===== config.mk =====
export PLATFORM = sky130hd
export DESIGN_NAME = mem_port_arbiter_flat
export DESIGN_NICKNAME = d
export VERILOG_FILES = /design/src/rtl/mem_port_arbiter_if.sv /design/src/rtl/mem_port_arbiter.sv /design/src/flat_wrapper.sv
export SDC_FILE = /design/constraint.sdc
export NUM_CORES = 1
export LEC_CHECK = 0
export ABC_AREA = 1
export CAP_MARGIN = 20
export CORE_MARGIN = 2
export CORE_UTILIZATION = 33
export DETAILED_ROUTE_END_ITERATION = 12
export PLACE_DENSITY_LB_ADDON = 0.08
export SYNTH_ARGS = -nofsm -noshare
export SYNTH_HDL_FRONTEND = slang
export SYNTH_SLANG_ARGS = --single-unit

===== constraint.sdc =====
create_clock -name riscv_cpu_clk -period 2.4 [get_ports riscv_cpu_clk]
set_input_delay 0.6 -clock riscv_cpu_clk [delete_from_list [all_inputs] [get_ports riscv_cpu_clk]]
set_output_delay 0.6 -clock riscv_cpu_clk [all_outputs]
set_load 0.01 [all_outputs]

===== src/rtl/mem_port_arbiter_if.sv =====
// Requestor-side handshake bundle for mem_port_arbiter: per-port request lanes
// plus the tagged one-cycle-later response strobe and shared read-data bus.
interface mem_port_arbiter_if #(
  parameter int N_PORTS = 2,
  parameter int ADDR_W  = 9,
  parameter int DATA_W  = 32
);
  logic [N_PORTS-1:0]                req_valid;
  logic [N_PORTS-1:0]                req_ready;
  logic [N_PORTS-1:0]                req_wen;
  logic [N_PORTS-1:0][ADDR_W-1:0]    req_addr;
  logic [N_PORTS-1:0][DATA_W-1:0]    req_wdata;
  logic [N_PORTS-1:0][DATA_W/8-1:0]  req_wstrb;
  logic [N_PORTS-1:0]                resp_valid;
  logic [DATA_W-1:0]                 resp_rdata;

  modport master (
    output req_valid, req_wen, req_addr, req_wdata, req_wstrb,
    input  req_ready, resp_valid, resp_rdata
  );

  modport slave (
    input  req_valid, req_wen, req_addr, req_wdata, req_wstrb,
    output req_ready, resp_valid, resp_rdata
  );
endinterface


===== src/rtl/mem_port_arbiter.sv =====
// N-port valid/ready arbiter in front of the shared memory data port.
// Define MEM_ARB_RR_EN for round-robin; otherwise fixed priority (port 0 highest).
module mem_port_arb_lane #(
  parameter int ADDR_W = 9,
  parameter int DATA_W = 32
) (
  input  logic                  gnt,
  input  logic                  wen,
  input  logic [ADDR_W-1:0]     addr,
  input  logic [DATA_W-1:0]     wdata,
  input  logic [DATA_W/8-1:0]   wstrb,
  output logic [ADDR_W-1:0]     addr_g,
  output logic [DATA_W-1:0]     wdata_g,
  output logic [DATA_W/8-1:0]   wen_g
);
  // Ungranted lanes contribute zero so the memory bus is a plain OR.
  assign addr_g  = gnt ? addr : '0;
  assign wdata_g = gnt ? wdata : '0;
  assign wen_g   = (gnt && wen) ? wstrb : '0;
endmodule

module mem_port_arbiter #(
  parameter int N_PORTS = 2,
  parameter int ADDR_W  = 9,
  parameter int DATA_W  = 32,
  parameter int CNT_W   = 32
) (
  input  logic                 riscv_cpu_clk,
  input  logic                 riscv_cpu_resetn,
  input  logic                 host_lock,
  mem_port_arbiter_if.slave    req,
  output logic                 mem_en,
  output logic [DATA_W/8-1:0]  mem_wen,
  output logic [ADDR_W-1:0]    mem_addr,
  output logic [DATA_W-1:0]    mem_wdata,
  input  logic [DATA_W-1:0]    mem_rdata,
  output logic [CNT_W-1:0]     contention_cnt
);
  localparam int STRB_W = DATA_W/8;
  localparam int PTR_W  = (N_PORTS > 1) ? $clog2(N_PORTS) : 1;
  localparam int STAGES = 1;

  logic [N_PORTS-1:0]             elig, gnt;
  logic [PTR_W-1:0]               gnt_idx, resp_port_q;
  logic                           found, multi;
  int                             idx;
  logic [STAGES:1]                vld_q;
  logic [STAGES:0]                vld_pipe;
  logic [N_PORTS-1:0][ADDR_W-1:0] lane_addr;
  logic [N_PORTS-1:0][DATA_W-1:0] lane_wdata;
  logic [N_PORTS-1:0][STRB_W-1:0] lane_wen;

  // host_lock masks everything but port 0 out of eligibility.
  assign elig  = req.req_valid & ({N_PORTS{~host_lock}} | N_PORTS'(1));
  assign multi = |(elig & (elig - N_PORTS'(1)));

`ifdef MEM_ARB_RR_EN
  logic [PTR_W-1:0] ptr;

  always_ff @(posedge riscv_cpu_clk or negedge riscv_cpu_resetn) begin
    if (!riscv_cpu_resetn)
      ptr <= '0;
    else if (found)
      ptr <= (gnt_idx == PTR_W'(N_PORTS-1)) ? '0 : gnt_idx + PTR_W'(1);
  end
`endif

  always_comb begin
    gnt     = '0;
    gnt_idx = '0;
    found   = 1'b0;
    idx     = 0;
    for (int i = 0; i < N_PORTS; i++) begin
`ifdef MEM_ARB_RR_EN
      idx = (int'(ptr) + i) % N_PORTS;
`else
      idx = i;
`endif
      if (!found && elig[idx]) begin
        found    = 1'b1;
        gnt[idx] = 1'b1;
        gnt_idx  = PTR_W'(idx);
      end
    end
  end

  assign req.req_ready = gnt;

  for (genvar p = 0; p < N_PORTS; p++) begin : g_lane
    mem_port_arb_lane #(.ADDR_W(ADDR_W), .DATA_W(DATA_W)) u_lane (
      .gnt     (gnt[p]),
      .wen     (req.req_wen[p]),
      .addr    (req.req_addr[p]),
      .wdata   (req.req_wdata[p]),
      .wstrb   (req.req_wstrb[p]),
      .addr_g  (lane_addr[p]),
      .wdata_g (lane_wdata[p]),
      .wen_g   (lane_wen[p])
    );
  end

  always_comb begin
    mem_addr  = '0;
    mem_wdata = '0;
    mem_wen   = '0;
    for (int p = 0; p < N_PORTS; p++) begin
      mem_addr  = mem_addr  | lane_addr[p];
      mem_wdata = mem_wdata | lane_wdata[p];
      mem_wen   = mem_wen   | lane_wen[p];
    end
  end

  assign mem_en   = found;
  assign vld_pipe = {vld_q, found};

  always_ff @(posedge riscv_cpu_clk or negedge riscv_cpu_resetn) begin
    if (!riscv_cpu_resetn) begin
      vld_q       <= '0;
      resp_port_q <= '0;
    end else begin
      vld_q       <= vld_pipe[STAGES-1:0];
      resp_port_q <= gnt_idx;
    end
  end

  assign req.resp_valid = vld_pipe[STAGES] ? (N_PORTS'(1) << resp_port_q) : '0;
  assign req.resp_rdata = vld_pipe[STAGES] ? mem_rdata : '0;

  always_ff @(posedge riscv_cpu_clk or negedge riscv_cpu_resetn) begin
    if (!riscv_cpu_resetn)
      contention_cnt <= '0;
    else if (multi && (contention_cnt != '1))
      contention_cnt <= contention_cnt + CNT_W'(1);
  end
endmodule

===== src/flat_wrapper.sv =====
// flat-port wrapper written by rule: the top's interface ports become plain ports
module mem_port_arbiter_flat 
#(
  parameter int N_PORTS = 2,
  parameter int ADDR_W  = 9,
  parameter int DATA_W  = 32,
  parameter int CNT_W   = 32
)
  (riscv_cpu_clk, riscv_cpu_resetn, host_lock, mem_en, mem_wen, mem_addr, mem_wdata, mem_rdata, contention_cnt, req_req_valid, req_req_wen, req_req_addr, req_req_wdata, req_req_wstrb, req_req_ready, req_resp_valid, req_resp_rdata);
  mem_port_arbiter_if #(.N_PORTS(N_PORTS), .ADDR_W(ADDR_W), .DATA_W(DATA_W)) req_i ();
  input  logic riscv_cpu_clk;
  input  logic riscv_cpu_resetn;
  input  logic host_lock;
  output logic mem_en;
  output logic [DATA_W/8-1:0] mem_wen;
  output logic [ADDR_W-1:0] mem_addr;
  output logic [DATA_W-1:0] mem_wdata;
  input  logic [DATA_W-1:0] mem_rdata;
  output logic [CNT_W-1:0] contention_cnt;
  input wire logic [$bits(req_i.req_valid)-1:0] req_req_valid;
  input wire logic [$bits(req_i.req_wen)-1:0] req_req_wen;
  input wire logic [$bits(req_i.req_addr)-1:0] req_req_addr;
  input wire logic [$bits(req_i.req_wdata)-1:0] req_req_wdata;
  input wire logic [$bits(req_i.req_wstrb)-1:0] req_req_wstrb;
  output wire logic [$bits(req_i.req_ready)-1:0] req_req_ready;
  output wire logic [$bits(req_i.resp_valid)-1:0] req_resp_valid;
  output wire logic [$bits(req_i.resp_rdata)-1:0] req_resp_rdata;
  assign req_i.req_valid = req_req_valid;
  assign req_i.req_wen = req_req_wen;
  assign req_i.req_addr = req_req_addr;
  assign req_i.req_wdata = req_req_wdata;
  assign req_i.req_wstrb = req_req_wstrb;
  assign req_req_ready = req_i.req_ready;
  assign req_resp_valid = req_i.resp_valid;
  assign req_resp_rdata = req_i.resp_rdata;
  mem_port_arbiter #(.N_PORTS(N_PORTS), .ADDR_W(ADDR_W), .DATA_W(DATA_W), .CNT_W(CNT_W)) u_core (.riscv_cpu_clk(riscv_cpu_clk), .riscv_cpu_resetn(riscv_cpu_resetn), .host_lock(host_lock), .req(req_i), .mem_en(mem_en), .mem_wen(mem_wen), .mem_addr(mem_addr), .mem_wdata(mem_wdata), .mem_rdata(mem_rdata), .contention_cnt(contention_cnt));
endmodule

==> results.py, run 1 <==
metrics = {
    "critical_path": {
        "path_class": "in -> out",
        "worst-path-max-fanout": 7,
        "cp_common_cell": "buf_12",
        "cp-end-kind": "primary output",
        "required_ns": 1.80,
        "path_cells": "dlygate4sd2_1 -> nand2_2 -> nor2_4 -> buf_6 -> buf_12 -> buf_12 -> a22o_1 -> clkdlybuf4s15_2",
        "critPathSlowestCell": "dlygate4sd2_1",
        "startpoint_type": "input pin",
        "worstPathArrival_ns": 1.76,
        "cpPeakStageDelay_ns": 0.25,
    },
    "sta": {
        "skew_ns": 0.01581,
        "tns_ns": 0,
        "slew_headroom": 0.7069,
        "period_needed_ns": 2.361,
        "fmaxAchievable_mhz": 423.5,
        "hold_viol": 0,
        "worst_slew_pin_slew_ns": 0.4397,
        "slew_violations": 0,
        "fin_hold_ws_ns": 0.5493,
        "rsz0062_at_grt": "no",
        "period_share": 0.9838,
        "setup_viol": 0,
    },
    "detailed_routing": {
        "dr.pass1.iters": 4,
        "vias": 3902,
        "ant_nets": 0,
        "drt-wirelength-per-cell_um": 14.96,
        "drtIter0Drc": 139,
        "viasPerCell": 4.759,
        "drt_drc_violations_left": 0,
        "wl_um": 12260,
    },
    "yosys": {
        "ys_types": 26,
        "seq_area_frac_synth": 0.2939,
        "syn_avg_cell_area_um2": 6.294,
        "syn_area_um2": 2895,
        "synth_warnings": 0,
        "syn_inst": 460,
        "syn_nets": 590,
        "ys_seq_elements": 34,
    },
    "cells_and_area": {
        "final_cell_area_um2": 5624,
        "area_growth_pct": 94.25,
        "stdcell_count": 820,
        "num-nets-final": 841,
        "n_fill_cell": 771,
        "drive_gt1_frac": 0.1180,
        "diodes": 0,
    },
    "flow_run": {
        "cap_violations": 0,
    },
    "grt": {
        "antenna_found_initial": 0,
        "grt_overflow": 0,
        "grt_max_degree": 35,
        "grt.total_usage": 0.2531,
        "grt_pass1_vias": 3821,
        "grt_pass1_wl_um": 19460,
    },
    "clock_tree": {
        "cts.reportedPaths.clkPinSlew_ns": 0.07,
        "cts_buffers": 5,
        "cts_tree": "yes",
        "ctsHtreeMaxLevel": 2,
        "clock_path_buffers": 2,
        "cts.sink_count": 34,
        "cts-root-buf": "clkbuf_8",
        "insertion_delay_ns": 0.30,
    },
    "power": {
        "power_density_nw_per_um2": 323.4,
        "ir_drop_mv": 0.2915,
        "p_leak_nw": 2.636,
    },
    "die": {
        "die_w_um": 97.67,
        "rows": 34,
        "dieArea_um2": 9538,
        "die_y_um": 97.67,
        "io-pin-count": 243,
        "core_area_um2": 8593,
        "start_util": 0.3369,
    },
    "worst_hold_path": {
        "hold_class": "reg -> reg",
    },
    "placed_design": {
        "dpl_cell_area_um2": 5518,
        "gp_congestion": 0.9793,
        "dp.cells": 806,
        "portBuffers": 242,
        "hpwl_um": 9939,
    },
    "outcome": {
        "outcome": "completed",
    },
}
==> flip-flops by register name, summed over array words and instances, names as in the netlist <==
| signal | cells |
|---|---|
| u_core.contention_cnt | 32 |
| u_core.resp_port_q | 1 |
| u_core.vld_q | 1 |
==> stage by stage <==
stage	util	power [mW]	worst slack, ns
4_1_cts	0.6577	1.833	0.005841
6_report	0.6545	1.819	0.03887
3_3_place_gp	0.6421	1.386	-0.4439
2_1_floorplan	-	0.8829	0.2139
3_5_place_dp	0.6421	1.395	-0.4815
5_1_grt	0.6545	1.910	0.0003241
==> metal layers <==
| metal | global-route usage | wire length (µm) | vias to the layer above |
|---|---|---|---|
| li1 | - | - | 1956 |
| met1 | 0.3166 | 5099 | 1739 |
| met2 | 0.4292 | 5829 | 186 |
| met3 | 0.07410 | 1077 | 21 |
| met4 | 0.06197 | 257 | 0 |
| met5 | 0 | 0 | - |
==> placed cells by master, fill, tap and decap left out, types with 6 or more instances in the layout <==
cell             count
nand2_1            185
a22o_1              41
clkbuf_8             6
buf_2               24
nor2_1              44
clkdlybuf4s15_1      7
dfrtp_1             34
nand3b_1             8
buf_4               13
inv_1               60
nand4_1              9
clkdlybuf4s50_1    192
clkdlybuf4s15_2     15
nand3_1             25
==> layout make-up <==
class	count	area, µm²	share of cell area
Multi-Input combinational cell	344	1722	0.3061
Inverter	62	232.7	0.04138
Sequential cell	34	850.8	0.1513
Timing Repair Buffer	264	2592	0.4610
Clock inverter	1	5.005	0.0008899
Tap cell	108	135.1	0.02403
Clock buffer	7	86.33	0.01535
==> worst max-delay path, delay by kind of cell <==
kind / cells / cell delay (ns)
buf+inv: 5 / 0.84
simple gates: 2 / 0.15
compound gates: 1 / 0.17
==> logic make-up (layout without fill, tap and decap cells) <==
family	after synthesis	count (layout)	share of synthesized area
xor gates and xnor gates	9	9	0.02722
DFF	34	34	0.2939
and+or+nand+nor	287	287	0.4235
AOI/OAI and AO/OA	47	47	0.1361
adders and majority gates	1	1	0.004321
buffers and inverters	82	334	0.1149
==> report_power, final <==
group | internal (mW) | leakage (nW) | switching [mW]
combinational | 0.450 | 2.12 | 0.275
sequential | 0.601 | 0.467 | 0.0365
clock | 0.232 | 0.0482 | 0.224
total | 1.28 | 2.64 | 0.536
==> Yosys cell counts <==
| master | count | area (µm²) |
|---|---|---|
| clkbuf_1 | 14 | 52.55 |
| and2_1 | 1 | 6.260 |
| o21ai_0 | 3 | 15.01 |
| ha_1 | 1 | 12.51 |
| nand3b_1 | 8 | 60.06 |
| nand4_1 | 9 | 56.30 |
| inv_2 | 1 | 3.750 |
| buf_2 | 2 | 10.01 |
| nor2_1 | 45 | 168.9 |
| nand2_2 | 2 | 12.51 |
| nor2_2 | 3 | 18.77 |
| buf_6 | 2 | 22.52 |
| xor2_1 | 5 | 43.79 |
| nand2_1 | 186 | 698.2 |
| a22o_1 | 41 | 359.1 |
| nor2_4 | 4 | 45.04 |
| xnor2_1 | 4 | 35.03 |
| nor3_1 | 1 | 5.000 |
| nor3b_1 | 1 | 7.510 |
| nand2_4 | 2 | 22.52 |
| dfrtp_1 | 34 | 850.8 |
| o21bai_1 | 2 | 15.01 |
| inv_1 | 61 | 229.0 |
| a21oi_1 | 1 | 5.000 |
| nand3_1 | 25 | 125.1 |
| buf_4 | 2 | 15.01 |
==> final timing paths <==
kind | startpoint | end | slack [ns] | cells after the start
hold / removal | u_core.contention_cnt[1] | u_core.contention_cnt[1] | 0.55 | 2
min in group asynchronous | riscv_cpu_resetn | u_core.contention_cnt[13] | 0.70 | 2
setup reg to reg | u_core.contention_cnt[0] | u_core.contention_cnt[31] | 0.54 | 10
setup / recovery | req_req_valid[1] | mem_wdata[24] | 0.04 | 8
hold reg to reg | u_core.contention_cnt[1] | u_core.contention_cnt[1] | 0.55 | 2
max in group asynchronous | riscv_cpu_resetn | u_core.contention_cnt[16] | 1.36 | 2
==> what timing repair did <==
| action | 4_1_cts | 5_1_grt |
|---|---|---|
| gates resized for setup | 160 | 7 |
| hold endpoints to repair | 0 | 0 |
| pin swaps | 3 | 3 |
| hold buffers | 0 | 0 |
| cloned | 2 | 0 |
| buffers inserted | 4 | 0 |
| endpoints found under the setup margin | 48 | 33 |
Power figures use the tool's default switching activity.
==> run 2, diff against run 1 <==
--- a/config.mk
+++ b/config.mk
@@ -10,7 +10,7 @@
 export CORE_MARGIN = 2
 export CORE_UTILIZATION = 33
 export DETAILED_ROUTE_END_ITERATION = 12
-export PLACE_DENSITY_LB_ADDON = 0.08
+export PLACE_DENSITY = 0.89
 export SYNTH_ARGS = -nofsm -noshare
 export SYNTH_HDL_FRONTEND = slang
 export SYNTH_SLANG_ARGS = --single-unit
==> run 2 against run 1 <==
Total power up 0.38%. Worst setup slack worse by 0.0085 ns. Sequential share of layout area about the same. Critical path depth down 4. Wire length up 16%. Flip-flop and latch count unchanged. Cell area up 0.29%. Final cell count down 0.37%.
==> results.py, run 2 (synthesis results as in run 1) <==
metrics = {
    "critical_path": {
        "startpoint_type": "input pin",
        "worst-path-max-fanout": 1,
        "cp-end-kind": "primary output",
        "cp_num_buf_inv": 3,
        "required_ns": 1.80,
        "cpPeakStageDelay_ns": 0.60,
        "rr_worst_depth": 10,
        "path_cells": "clkdlybuf4s50_1 -> nand2_1 -> inv_1 -> clkdlybuf4s50_1",
        "cp_common_cell": "clkdlybuf4s50_1",
        "cp_top_family": "buffers and inverters",
        "path_class": "in -> out",
        "cp.depth": 4,
        "worstPathArrival_ns": 1.77,
        "critPathSlowestCell": "clkdlybuf4s50_1",
    },
    "detailed_routing": {
        "vias": 4075,
        "dr.pass1.iters": 4,
        "wl_um": 14180,
        "drt_drc_violations_left": 0,
        "drt-wirelength-per-cell_um": 17.35,
        "ant_nets": 0,
        "viasPerCell": 4.988,
        "drtIter0Drc": 190,
    },
    "sta": {
        "rsz0062_at_grt": "no",
        "skew_ns": 0.009523,
        "worst_slew_pin_slew_ns": 0.4472,
        "period_share": 0.9873,
        "slew_violations": 0,
        "setup_viol": 0,
        "hold_viol": 0,
        "period_needed_ns": 2.370,
        "slew_headroom": 0.7019,
        "fmaxAchievable_mhz": 422.0,
    },
    "die": {
        "die_y_um": 97.67,
        "rows": 34,
        "start_util": 0.3369,
        "core_area_um2": 8593,
        "dieArea_um2": 9538,
        "io-pin-count": 243,
        "die_w_um": 97.67,
    },
    "clock_tree": {
        "insertion_delay_ns": 0.30,
        "ctsHtreeMaxLevel": 2,
        "cts.reportedPaths.clkPinSlew_ns": 0.08,
        "cts.sink_count": 34,
        "clock_path_buffers": 2,
        "cts-root-buf": "clkbuf_8",
        "cts_tree": "yes",
        "cts_buffers": 5,
    },
    "cells_and_area": {
        "final_common_cell": "clkdlybuf4s50_1",
        "area_growth_pct": 94.81,
        "num-nets-final": 837,
        "mostFrequentLayoutCells": "clkdlybuf4s50_1, nand2_1, inv_1, nor2_1, a22o_1",
        "final_cell_area_um2": 5640,
        "largest_reg_flops": 32,
        "n_fill_cell": 788,
        "drive_gt1_frac": 0.09040,
        "reg_top3": "u_core.contention_cnt (32), u_core.resp_port_q (1), u_core.vld_q (1)",
        "stdcell_count": 817,
        "largest-register": "u_core.contention_cnt",
    },
    "worst_hold_path": {
        "min_path_cells": 2,
        "hold_class": "reg -> reg",
    },
    "placed_design": {
        "dpl_cell_area_um2": 5433,
        "hpwl_um": 11450,
        "portBuffers": 242,
        "dp.cells": 797,
        "gp_congestion": 0.9630,
    },
    "power": {
        "p_leak_nw": 2.673,
        "ir_drop_mv": 0.1903,
        "power_density_nw_per_um2": 323.7,
        "power.total_mw": 1.826,
    },
    "grt": {
        "grt.total_usage": 0.2850,
        "grt_overflow": 0,
        "grt_max_degree": 35,
        "grt_pass1_wl_um": 21470,
        "grt_pass1_vias": 4048,
        "antenna_found_initial": 1,
    },
    "outcome": {
        "outcome": "completed",
    },
    "flow_run": {
        "cap_violations": 0,
    },
}
[run 2: cell types whose count changed in the layout (fill, tap and decap cells not counted), sizes merged, moves of 2 or more]
cell / delta
clkbuf: -2
dlymetal6s2s: +3
buf: -15
dlygate4sd2: +10
clkdlybuf4s50: -5
clkdlybuf4s15: +4
[run 2: worst register-to-register path: cells and delay by family (launching register included)]
kind	cells	cell delay, ns
fa+ha+maj	1	0.21
buf+inv	2	0.24
flops	1	0.41
simple gates	7	1.03
[run 2: power breakdown]
group | internal, mW | total (mW) | switching [mW]
registers | 0.601 | 0.640 | 0.0398
logic | 0.451 | 0.749 | 0.299
clock network | 0.204 | 0.436 | 0.232
total | 1.26 | 1.83 | 0.571
[run 2: path summary, 6_finish.rpt]
kind                                          start                        end  slack, ns
setup / recovery                      mem_rdata[27]         req_resp_rdata[27]       0.03
hold / removal             u_core.contention_cnt[0]   u_core.contention_cnt[0]       0.56
setup reg to reg           u_core.contention_cnt[1]  u_core.contention_cnt[23]       0.41
hold reg to reg            u_core.contention_cnt[0]   u_core.contention_cnt[0]       0.56
max in group asynchronous          riscv_cpu_resetn  u_core.contention_cnt[28]       1.37
min in group asynchronous          riscv_cpu_resetn         u_core.resp_port_q       0.71
[run 2: metal layers]
layer / global-route usage / vias to the layer above / wire [µm] / share of wire
li1: - / 1940 / - / -
met5: 0 / - / 0 / 0
met3: 0.06619 / 29 / 1012 / 0.071
met4: 0.1132 / 0 / 550 / 0.039
met2: 0.4944 / 187 / 7037 / 0.50
met1: 0.3396 / 1919 / 5576 / 0.39
[run 2: cell type report]
type | instances | area (µm²) | area share
diodes | 1 | 2.502 | 0.0004437
clock buffers | 5 | 68.82 | 0.01220
clock inverters | 3 | 21.27 | 0.003771
inverters | 62 | 232.7 | 0.04126
multi-input cells | 344 | 1730 | 0.3068
flip-flops and latches | 34 | 850.8 | 0.1508
well taps | 108 | 135.1 | 0.02396
repair buffers | 260 | 2599 | 0.4607
[run 2: per-stage QoR]
stage	hold WS, ns	TNS, ns	setup WS [ns]	utilization
3_3_place_gp	0.5213	-20.39	-0.5106	0.6322
2_1_floorplan	0.3044	0	0.2139	-
4_1_cts	0.5623	0	0.008434	0.6530
3_5_place_dp	0.5434	-21.36	-0.5244	0.6322
6_report	0.5554	0	0.03037	0.6564
5_1_grt	0.5889	0	0.0001381	0.6564
[run 2: repair_timing]
item	4_1_cts	5_1_grt
buffers inserted	9	0
hold buffers	0	0
resized for setup	116	17
pin swaps	4	1
gates cloned	2	0
endpoints found under the setup margin	50	26
